==> src/rtl/video_pkg.sv <==
// Shared defaults, coefficient reset values and output saturation for the video ADC front end.
package video_pkg;

    localparam int unsigned ADC_W_DEF  = 12;
    localparam int unsigned OUT_W_DEF  = 13;
    localparam int unsigned COEF_W_DEF = 15;

    localparam int CONTRAST_RST   = 1;
    localparam int BRIGHTNESS_RST = 0;

    // Clamp v to the two's-complement range of a w-bit signed value (w <= 63).
    function automatic logic signed [63:0] sat_to_width(input logic signed [63:0] v,
                                                        input int unsigned w);
        logic signed [63:0] hi;
        logic signed [63:0] lo;
        hi = (64'sd1 <<< (w - 1)) - 64'sd1;
        lo = -hi - 64'sd1;
        if (v > hi) return hi;
        if (v < lo) return lo;
        return v;
    endfunction

endpackage

==> src/rtl/gain_offset_sat.sv <==
// Shared arithmetic pipeline: stage 2 forms the full-width gain product, stage 3 removes the
// brightness offset and saturates to OUT_W. The channel tag and valid ride alongside the data.
module gain_offset_sat
    import video_pkg::*;
#(
    parameter int unsigned ADC_W  = ADC_W_DEF,
    parameter int unsigned OUT_W  = OUT_W_DEF,
    parameter int unsigned COEF_W = COEF_W_DEF,
    parameter int unsigned CH_W   = 1
) (
    input  logic                     sys_clk,
    input  logic                     sys_rst,
    input  logic                     in_valid,
    input  logic [CH_W-1:0]          in_ch,
    input  logic [ADC_W-1:0]         raw,
    input  logic [ADC_W-1:0]         floor_lvl,
    input  logic signed [COEF_W-1:0] contrast,
    input  logic signed [COEF_W-1:0] brightness,
    output logic                     out_valid,
    output logic [CH_W-1:0]          out_ch,
    output logic signed [OUT_W-1:0]  out_sample
);

    localparam int unsigned DIFF_W = ADC_W + 1;
    localparam int unsigned PROD_W = DIFF_W + COEF_W;
    localparam int unsigned BC_W   = 2 * COEF_W;
    localparam int unsigned SUM_W  = ((PROD_W > BC_W) ? PROD_W : BC_W) + 1;

    logic signed [DIFF_W-1:0] diff;
    logic signed [PROD_W-1:0] prod_d, prod_q;
    logic signed [BC_W-1:0]   bc_d, bc_q;
    logic signed [SUM_W-1:0]  sum;
    logic signed [OUT_W-1:0]  sat_d;
    logic                     s2_valid_q;
    logic [CH_W-1:0]          s2_ch_q;

    always_comb begin
        diff   = $signed({1'b0, raw}) - $signed({1'b0, floor_lvl});
        prod_d = PROD_W'(diff) * PROD_W'(contrast);
        bc_d   = BC_W'(brightness) * BC_W'(contrast);
        sum    = SUM_W'(prod_q) - SUM_W'(bc_q);
        sat_d  = OUT_W'(sat_to_width(64'(sum), OUT_W));
    end

    always_ff @(posedge sys_clk or posedge sys_rst) begin
        if (sys_rst) begin
            s2_valid_q <= 1'b0;
            s2_ch_q    <= '0;
            prod_q     <= '0;
            bc_q       <= '0;
            out_valid  <= 1'b0;
            out_ch     <= '0;
            out_sample <= '0;
        end else begin
            s2_valid_q <= in_valid;
            if (in_valid) begin
                prod_q  <= prod_d;
                bc_q    <= bc_d;
                s2_ch_q <= in_ch;
            end
            out_valid <= s2_valid_q;
            if (s2_valid_q) begin
                out_sample <= sat_d;
                out_ch     <= s2_ch_q;
            end
        end
    end

endmodule

==> src/rtl/video_adc_frontend.sv <==
// ADC front end: sample clock, channel sequencing, frame-synchronous coefficient shadowing and
// OTR counting. Define VIDEO_FRONTEND_OTR_HOLD_EN to substitute the channel's last good sample.
module video_adc_frontend
    import video_pkg::*;
#(
    parameter int unsigned ADC_W  = ADC_W_DEF,
    parameter int unsigned OUT_W  = OUT_W_DEF,
    parameter int unsigned COEF_W = COEF_W_DEF,
    parameter int unsigned DIV    = 2,
    parameter int unsigned NUM_CH = 1,
    localparam int unsigned CH_W  = (NUM_CH > 1) ? $clog2(NUM_CH) : 1
) (
    input  logic                     sys_clk,
    input  logic                     sys_rst,
    input  logic [ADC_W-1:0]         adc_in,
    input  logic                     adc_otr,
    output logic                     adc_clk,
    output logic [CH_W-1:0]          adc_ch_sel,
    input  logic [ADC_W-1:0]         floor_in,
    input  logic signed [COEF_W-1:0] contrast_in,
    input  logic signed [COEF_W-1:0] brightness_in,
    input  logic                     frame_sync,
    output logic signed [OUT_W-1:0]  out_sample,
    output logic [CH_W-1:0]          out_ch,
    output logic                     out_valid,
    output logic [15:0]              otr_count
);

    localparam int unsigned CNT_W = $clog2(DIV);

    logic [CNT_W-1:0]         div_cnt_q, div_cnt_d;
    logic                     adc_clk_q, adc_clk_d;
    logic [CH_W-1:0]          ch_sel_q, ch_sel_d;
    logic [15:0]              otr_cnt_q, otr_cnt_d;
    logic signed [COEF_W-1:0] contrast_act_q, brightness_act_q;
    logic                     strobe;
    logic                     otr_inc;
    logic [ADC_W-1:0]         raw_sel;

    logic                     s1_valid_q;
    logic [CH_W-1:0]          s1_ch_q;
    logic [ADC_W-1:0]         s1_raw_q, s1_floor_q;
    logic signed [COEF_W-1:0] s1_contrast_q, s1_brightness_q;

    always_comb begin
        strobe    = (div_cnt_q == CNT_W'(DIV - 1));
        div_cnt_d = strobe ? '0 : div_cnt_q + CNT_W'(1);
        adc_clk_d = (div_cnt_d < CNT_W'(DIV / 2));

        ch_sel_d = ch_sel_q;
        if (strobe) begin
            ch_sel_d = (ch_sel_q == CH_W'(NUM_CH - 1)) ? '0 : ch_sel_q + CH_W'(1);
        end

        // A frame_sync that lands on an OTR strobe restarts the count at one, not zero.
        otr_inc   = strobe & adc_otr;
        otr_cnt_d = otr_cnt_q;
        if (frame_sync) begin
            otr_cnt_d = otr_inc ? 16'd1 : 16'd0;
        end else if (otr_inc && (otr_cnt_q != 16'hFFFF)) begin
            otr_cnt_d = otr_cnt_q + 16'd1;
        end
    end

    always_ff @(posedge sys_clk or posedge sys_rst) begin
        if (sys_rst) begin
            div_cnt_q        <= '0;
            adc_clk_q        <= 1'b1;
            ch_sel_q         <= '0;
            otr_cnt_q        <= '0;
            contrast_act_q   <= COEF_W'(CONTRAST_RST);
            brightness_act_q <= COEF_W'(BRIGHTNESS_RST);
        end else begin
            div_cnt_q <= div_cnt_d;
            adc_clk_q <= adc_clk_d;
            ch_sel_q  <= ch_sel_d;
            otr_cnt_q <= otr_cnt_d;
            if (frame_sync) begin
                contrast_act_q   <= contrast_in;
                brightness_act_q <= brightness_in;
            end
        end
    end

`ifdef VIDEO_FRONTEND_OTR_HOLD_EN
    logic [ADC_W-1:0] last_good_q [2**CH_W];

    always_ff @(posedge sys_clk or posedge sys_rst) begin
        if (sys_rst) begin
            for (int i = 0; i < 2**CH_W; i++) begin
                last_good_q[i] <= '0;
            end
        end else if (strobe && !adc_otr) begin
            last_good_q[ch_sel_q] <= adc_in;
        end
    end

    assign raw_sel = adc_otr ? last_good_q[ch_sel_q] : adc_in;
`else
    assign raw_sel = adc_in;
`endif

    // Floor and coefficients travel with the sample so a mid-pipeline frame_sync cannot split them.
    always_ff @(posedge sys_clk or posedge sys_rst) begin
        if (sys_rst) begin
            s1_valid_q      <= 1'b0;
            s1_ch_q         <= '0;
            s1_raw_q        <= '0;
            s1_floor_q      <= '0;
            s1_contrast_q   <= '0;
            s1_brightness_q <= '0;
        end else begin
            s1_valid_q <= strobe;
            if (strobe) begin
                s1_ch_q         <= ch_sel_q;
                s1_raw_q        <= raw_sel;
                s1_floor_q      <= floor_in;
                s1_contrast_q   <= contrast_act_q;
                s1_brightness_q <= brightness_act_q;
            end
        end
    end

    gain_offset_sat #(
        .ADC_W  (ADC_W),
        .OUT_W  (OUT_W),
        .COEF_W (COEF_W),
        .CH_W   (CH_W)
    ) u_gain_offset_sat (
        .sys_clk    (sys_clk),
        .sys_rst    (sys_rst),
        .in_valid   (s1_valid_q),
        .in_ch      (s1_ch_q),
        .raw        (s1_raw_q),
        .floor_lvl  (s1_floor_q),
        .contrast   (s1_contrast_q),
        .brightness (s1_brightness_q),
        .out_valid  (out_valid),
        .out_ch     (out_ch),
        .out_sample (out_sample)
    );

    assign adc_clk    = adc_clk_q;
    assign adc_ch_sel = ch_sel_q;
    assign otr_count  = otr_cnt_q;

endmodule

==> config.mk <==
export PLATFORM = sky130hd
export DESIGN_NAME = video_adc_frontend
export DESIGN_NICKNAME = d
export VERILOG_FILES = /design/src/rtl/video_pkg.sv /design/src/rtl/gain_offset_sat.sv /design/src/rtl/video_adc_frontend.sv
export SDC_FILE = /design/constraint.sdc
export NUM_CORES = 2
export LEC_CHECK = 0
export ABC_AREA = 1
export CORE_MARGIN = 2
export CORE_UTILIZATION = 55
export CTS_CLUSTER_SIZE = 24
export DETAILED_ROUTE_END_ITERATION = 12
export DONT_BUFFER_PORTS = 1
export GPL_TIMING_DRIVEN = 0
export PLACE_DENSITY_LB_ADDON = 0.12
export SLEW_MARGIN = 30
export SYNTH_ARGS = -nofsm -noshare
export SYNTH_HDL_FRONTEND = slang
export SYNTH_SLANG_ARGS = --single-unit
==> constraint.sdc <==
create_clock -name sys_clk -period 9.6 [get_ports sys_clk]
set_input_delay 1.44 -clock sys_clk [delete_from_list [all_inputs] [get_ports sys_clk]]
set_output_delay 1.44 -clock sys_clk [all_outputs]
set_load 0.005 [all_outputs]
# Yosys cells after proc, flatten, opt, wreduce, memory -nomap -nowiden
# Cells that the tools add are included.
totals:
  out_inout_bits: 33
  elab_cells: 45
  reg_bits: 180
classes:
  n_eq_ne: 1
  n_addsub: 5
  order_cmp: 3
  n_mul: 2
  n_reduce_logical: 2
  bitwise_logic: 1
  muxes: 12
op_table:
  columns: ["cell", "n"]
  rows:
  - ["2-to-1 mux 13 bit", 4]
  - ["2-to-1 mux 16 bit", 2]
  - ["> comparator 31 x 13 -> 1 bit, second input constant", 1]
  - ["less-than comparator 31 x 13 -> 1 bit, second input constant", 1]
  - ["subtractor 28 x 30 -> 31 bit", 1]
  - ["multiplier 15 x 15 -> 30 bit", 1]
  - ["multiplier 13 x 15 -> 28 bit", 1]
  - ["adder 16 x 1 -> 16 bit, second input constant", 1]
  - ["!= test 16 bit, second input constant", 1]
  - ["subtractor 12 x 12 -> 13 bit", 1]
  - ["2-to-1 mux 1 bit", 6]
  - ["adder 1 bit, second input constant", 2]
  - ["nonzero test 2 bit", 1]
  - ["bitwise AND 1 bit", 1]
  - ["logical AND 1 bit", 1]
  - ["less-than comparator 1 bit, second input constant", 1]

# Depth between registers and ports, before layout
logic_depth:
  depth_word: 6
  depth_mapped: 35

# Cells and area by module
# From an unflattened synthesis, not the netlist that was laid out.
hier_totals:
  hier_cells: 3280
  hier_area_um2: 25610.8
by_module_without_submodules:
  columns: ["mod", "seq_area_each_um2", "area_each_um2", "cells_each", "n_inst"]
  rows:
  - ["gain_offset_sat", 1876.8, 21343.0, 2783, 1]
  - ["video_adc_frontend", 2580.0, 4267.8, 497, 1]

# Worst setup path after synthesis
# Ideal clock, no wire load.
synth_timing:
  path_kind: "reg-to-reg"
  from: "register s1_floor_q[0]"
  to: "register u_gain_offset_sat.prod_q[23]"
  path_buffers: 0
  arrival_ns: 6.728
  stages_incl_launch_ff: 31
  t_required_ns: 9.482
  path_slack_ns: 2.754
  setup_ns: 0.118
  cell_sequence: "dfrtp_1 -> ha_1 -> fa_1 -> inv_1 -> a21oi_1 -> or2_2 -> nand2_1 -> a21oi_1 -> or2_2 -> nand2_1 -> inv_1 -> nand2_1 -> fa_1 -> fa_1 -> inv_1 -> fa_1 -> fa_1 -> fa_1 -> inv_1 -> fa_1 -> inv_1 -> ha_1 -> a21oi_1 -> o21ai_0 -> a21boi_0 -> o21bai_1 -> nand2_1 -> o211ai_1 -> or2_2 -> nand3_1 -> nand2_1"
synth_between:
  elab_chain_cells: 2
synth_rtl:
  columns: ["element", "line", "rtl"]
  rows:
  - ["start: declaration", "video_adc_frontend.sv:42", "logic [ADC_W-1:0] s1_raw_q, s1_floor_q;"]
  - ["start signal: assignment", "video_adc_frontend.sv:117", "s1_floor_q <= floor_in;"]
  - ["subtractor 12 x 12 -> 13 bit", "gain_offset_sat.sv:38", "diff = $signed({1'b0, raw}) - $signed({1'b0, floor_lvl});"]
  - ["multiplier 13 x 15 -> 28 bit", "gain_offset_sat.sv:39", "prod_d = PROD_W'(diff) * PROD_W'(contrast);"]
  - ["end signal: assignment", "gain_offset_sat.sv:57", "prod_q <= prod_d;"]
  - ["end: declaration", "gain_offset_sat.sv:30", "logic signed [PROD_W-1:0] prod_d, prod_q;"]
# No other way between the ends.
# A chain may end at the register's enable or synchronous reset.

# Final worst setup path
layout_timing:
  from: "register s1_raw_q[2]"
  to: "register u_gain_offset_sat.prod_q[23]"
layout_between:
  elab_chain_cells: 2
layout_rtl:
  columns: ["element", "line", "rtl"]
  rows:
  - ["start: declaration", "video_adc_frontend.sv:42", null]
  - ["start signal: assignment", "video_adc_frontend.sv:116", "s1_raw_q <= raw_sel;"]
  - ["subtractor 12 x 12 -> 13 bit", "gain_offset_sat.sv:38", null]
  - ["multiplier 13 x 15 -> 28 bit", "gain_offset_sat.sv:39", null]
# No other way between the ends.

==> qor.txt <==
WP data arrival -> 8170 ps
Latest clock arrival within the worst-skew pair -> 460 ps
Fmax -> 128 MHz
Worst Hold Depth -> 2
Shortest period the worst path allows -> 7830 ps
Detailed Route WL -> 71.2 mm
# port buffers -> 0
TritonCTS Sinks -> 176
Vias/cell -> 5.34
Die W -> 219 µm
Drt pass-1 iters -> 7
Core ar. -> 45500 µm²
Remaining antenna violation count -> 0
Setup WS pre-CTS -> 1900 ps
Synthesized cell area -> 25400 µm²
Worst R2R End -> u_gain_offset_sat.prod_q[23]
Run status -> complete, no violations
Commonest cells in the netlist -> 931 x nand2_1, 686 x inv_1, 409 x fa_1, 196 x nor2_1, 195 x ha_1
Gpl congestion -> 0.984
Worst Setup Start Kind -> register
Critical path depth in cells -> 30
Max-slew headroom -> 30.1%
CTS resizes -> 0
Footprint of the multi-input gates -> 18000 µm²
DRC Markers -> 0
Worst slew pin tran -> 1050 ps
FILL cells -> 4324
Core Rows -> 78
Register area share after synthesis -> 17.4%
Setup ws final -> 1770 ps
Layout cells sized above 1 -> 3.04%
Setup bufs post-CTS -> 0
Cell family with most CP delay -> adder cells
Global-route wire length before repair -> 115 mm
Main synth FF type -> dfrtp_1
Post-Syn Instances -> 3218
Area leader, netlist -> fa_1
Crit share post-route -> 81.6%
Vias in the first global route -> 21.5k
# diodes -> 0
CTS root buffer -> clkbuf_16
Largest net degree at the start of global routing -> 93
Reg2Reg Setup Slack -> 1770 ps
GRT Total Usage -> 31.5%
Worst hold-check path type -> reg -> reg
Nets -> 3901
Setup crit end kind -> register
Critical Path Max Stage Delay -> 540 ps
Routed len/inst -> 18.5 µm
Initial DRC Count -> 1551
Req. time, crit path -> 9940 ps
Critical-path maximum fanout -> 8
Ports -> 91
Max Root-Sink Buffers -> 2
Hold Vio Cnt, Final -> 0
Die Y-Extent -> 219 µm
Most frequent CP cell -> fa_1
Slowest cell on crit path -> fa_1
Ys Warns -> 0
H-tree Lvls -> 4
Async set-reset flop share out of synthesis -> 100%
Buf/Inv on CP -> 5
# hold bufs at CTS -> 0
Global route overflow -> 0
Skew final -> 12.3 ps
Share of the synthesized area in the top cell type -> 32.2%
Most frequent cell after synthesis -> nand2_1
Synth Area per Inst -> 7.89 µm²
Critical setup path kind -> reg -> reg
Initial core utilization -> 55.8%
Synth area leaders -> fa_1 32%, dfrtp_1 17%, nand2_1 14%
FF+latch count, synth -> 176
Worst hold start -> brightness_act_q[2]
Die area -> 47900 µm²
Reg2reg start -> s1_raw_q[2]
Setup TNS -> 0 ps
Clock Pin Slew Worst Setup and Hold Paths -> 70 ps
Cts bufs inserted -> 17
Setup-failing EPs final -> 0
Slew Viols, Final -> 0
Initial antenna violation count -> 2
Worst reg2reg path depth -> 30
Area grow syn2layout -> 5.53%
CP startpoint -> s1_raw_q[2]
CP endpoint -> u_gain_offset_sat.prod_q[23]
Max-cap violation count -> 0
Via count -> 20.6k
FF+latch area -> 4410 µm²
Dpl hpwl -> 61.3 mm
Cell variety after synth -> 48
EDFF count, synth -> 0
TritonCTS clock tree -> yes
RSZ-0062 raised after global routing -> false
==> layout make-up <==
type / count / share of cell area, %
Multi-Input combinational cell: 2254 / 67.2
Sequential cell: 176 / 16.4
Inverter: 688 / 9.66
Tap cell: 600 / 2.80
Clock buffer: 18 / 1.64
Buffer: 101 / 1.50
Clock inverter: 14 / 0.658
Timing Repair Buffer: 1 / 0.103
==> metrics by stage <==
step	utilization, %	std cells	hold WS, ps	cell area, µm²
after global placement	57.5	3819	453	26200
after floorplan	-	3219	352	25400
after CTS	58.9	3852	478	26800
after global routing	58.9	3852	495	26800
after detailed placement	57.6	3820	461	26200
final	58.9	3852	477	26800
==> state kept, by name, indices dropped and copies added (netlist names), 12 cells and up <==
| signal | flops |
|---|---|
| otr_count | 16 |
| brightness_act_q | 15 |
| u_gain_offset_sat.out_sample | 13 |
| u_gain_offset_sat.bc_q | 30 |
| s1_raw_q | 12 |
| s1_floor_q | 12 |
| u_gain_offset_sat.prod_q | 28 |
| s1_contrast_q | 15 |
| contrast_act_q | 15 |
| s1_brightness_q | 15 |
==> placed cells by master (no fill, tap or decap), drive strengths merged, types with 2 or more instances in the layout <==
cell type and instances:
o31ai 5, a21o 7, o211ai 3, dfstp 2, and3 2, nand2 939, nand3b 4, nor3b 2
a211oi 2, a31oi 10, a21oi 106, clkbuf 111, nor3 17, nor4 5, a221oi 2, o21ai 121
nor2 202, o2111ai 3, o21bai 6, nand4 21, bufinv 3, fa 409, ha 195, o22ai 3
nand3 94, xor2 28, conb 2, dfrtp 174, o21a 5, or2 23, a21boi 4, buf 9
clkinv 6, inv 692, xnor2 31
==> layer usage <==
layer	up-vias	track usage, %	part of all wire, %
li1	9666	-	-
met1	10031	41.5	42
met2	741	51.8	46
met3	147	6.10	7.4
met4	2	12.1	3.9
met5	-	0	0.025
==> logic make-up (layout without fill, tap and decap cells) <==
group           after synthesis  after routing  share of synthesized area, %
xor+xnor                     59             59                          2.03
simple gates               1309           1309                          20.8
buf+inv                     789            822                          11.8
fa+ha+maj                   604            604                          41.8
flops                       176            176                          17.4
compound gates              280            280                          6.22
other cells                   1              2                        0.0148
==> tightest hold or removal path, stage by stage (launching register included) <==
cell and delay [ps]:
dfrtp_1 350, nand2_1 50, nand2_1 50
==> how the worst min path moves through the flow <==
stage | end | slack, ps
global placement | contrast_act_q[0] | 450
detailed placement | contrast_act_q[1] | 460
CTS | contrast_act_q[1] | 480
finish | brightness_act_q[2] | 480
global route | brightness_act_q[5] | 500
floorplan | u_gain_offset_sat.s2_valid_q | 350
Power is left out: the tool's default activity adds up to more than one toggle a clock period on the data nets, which glitch-free logic cannot reach.
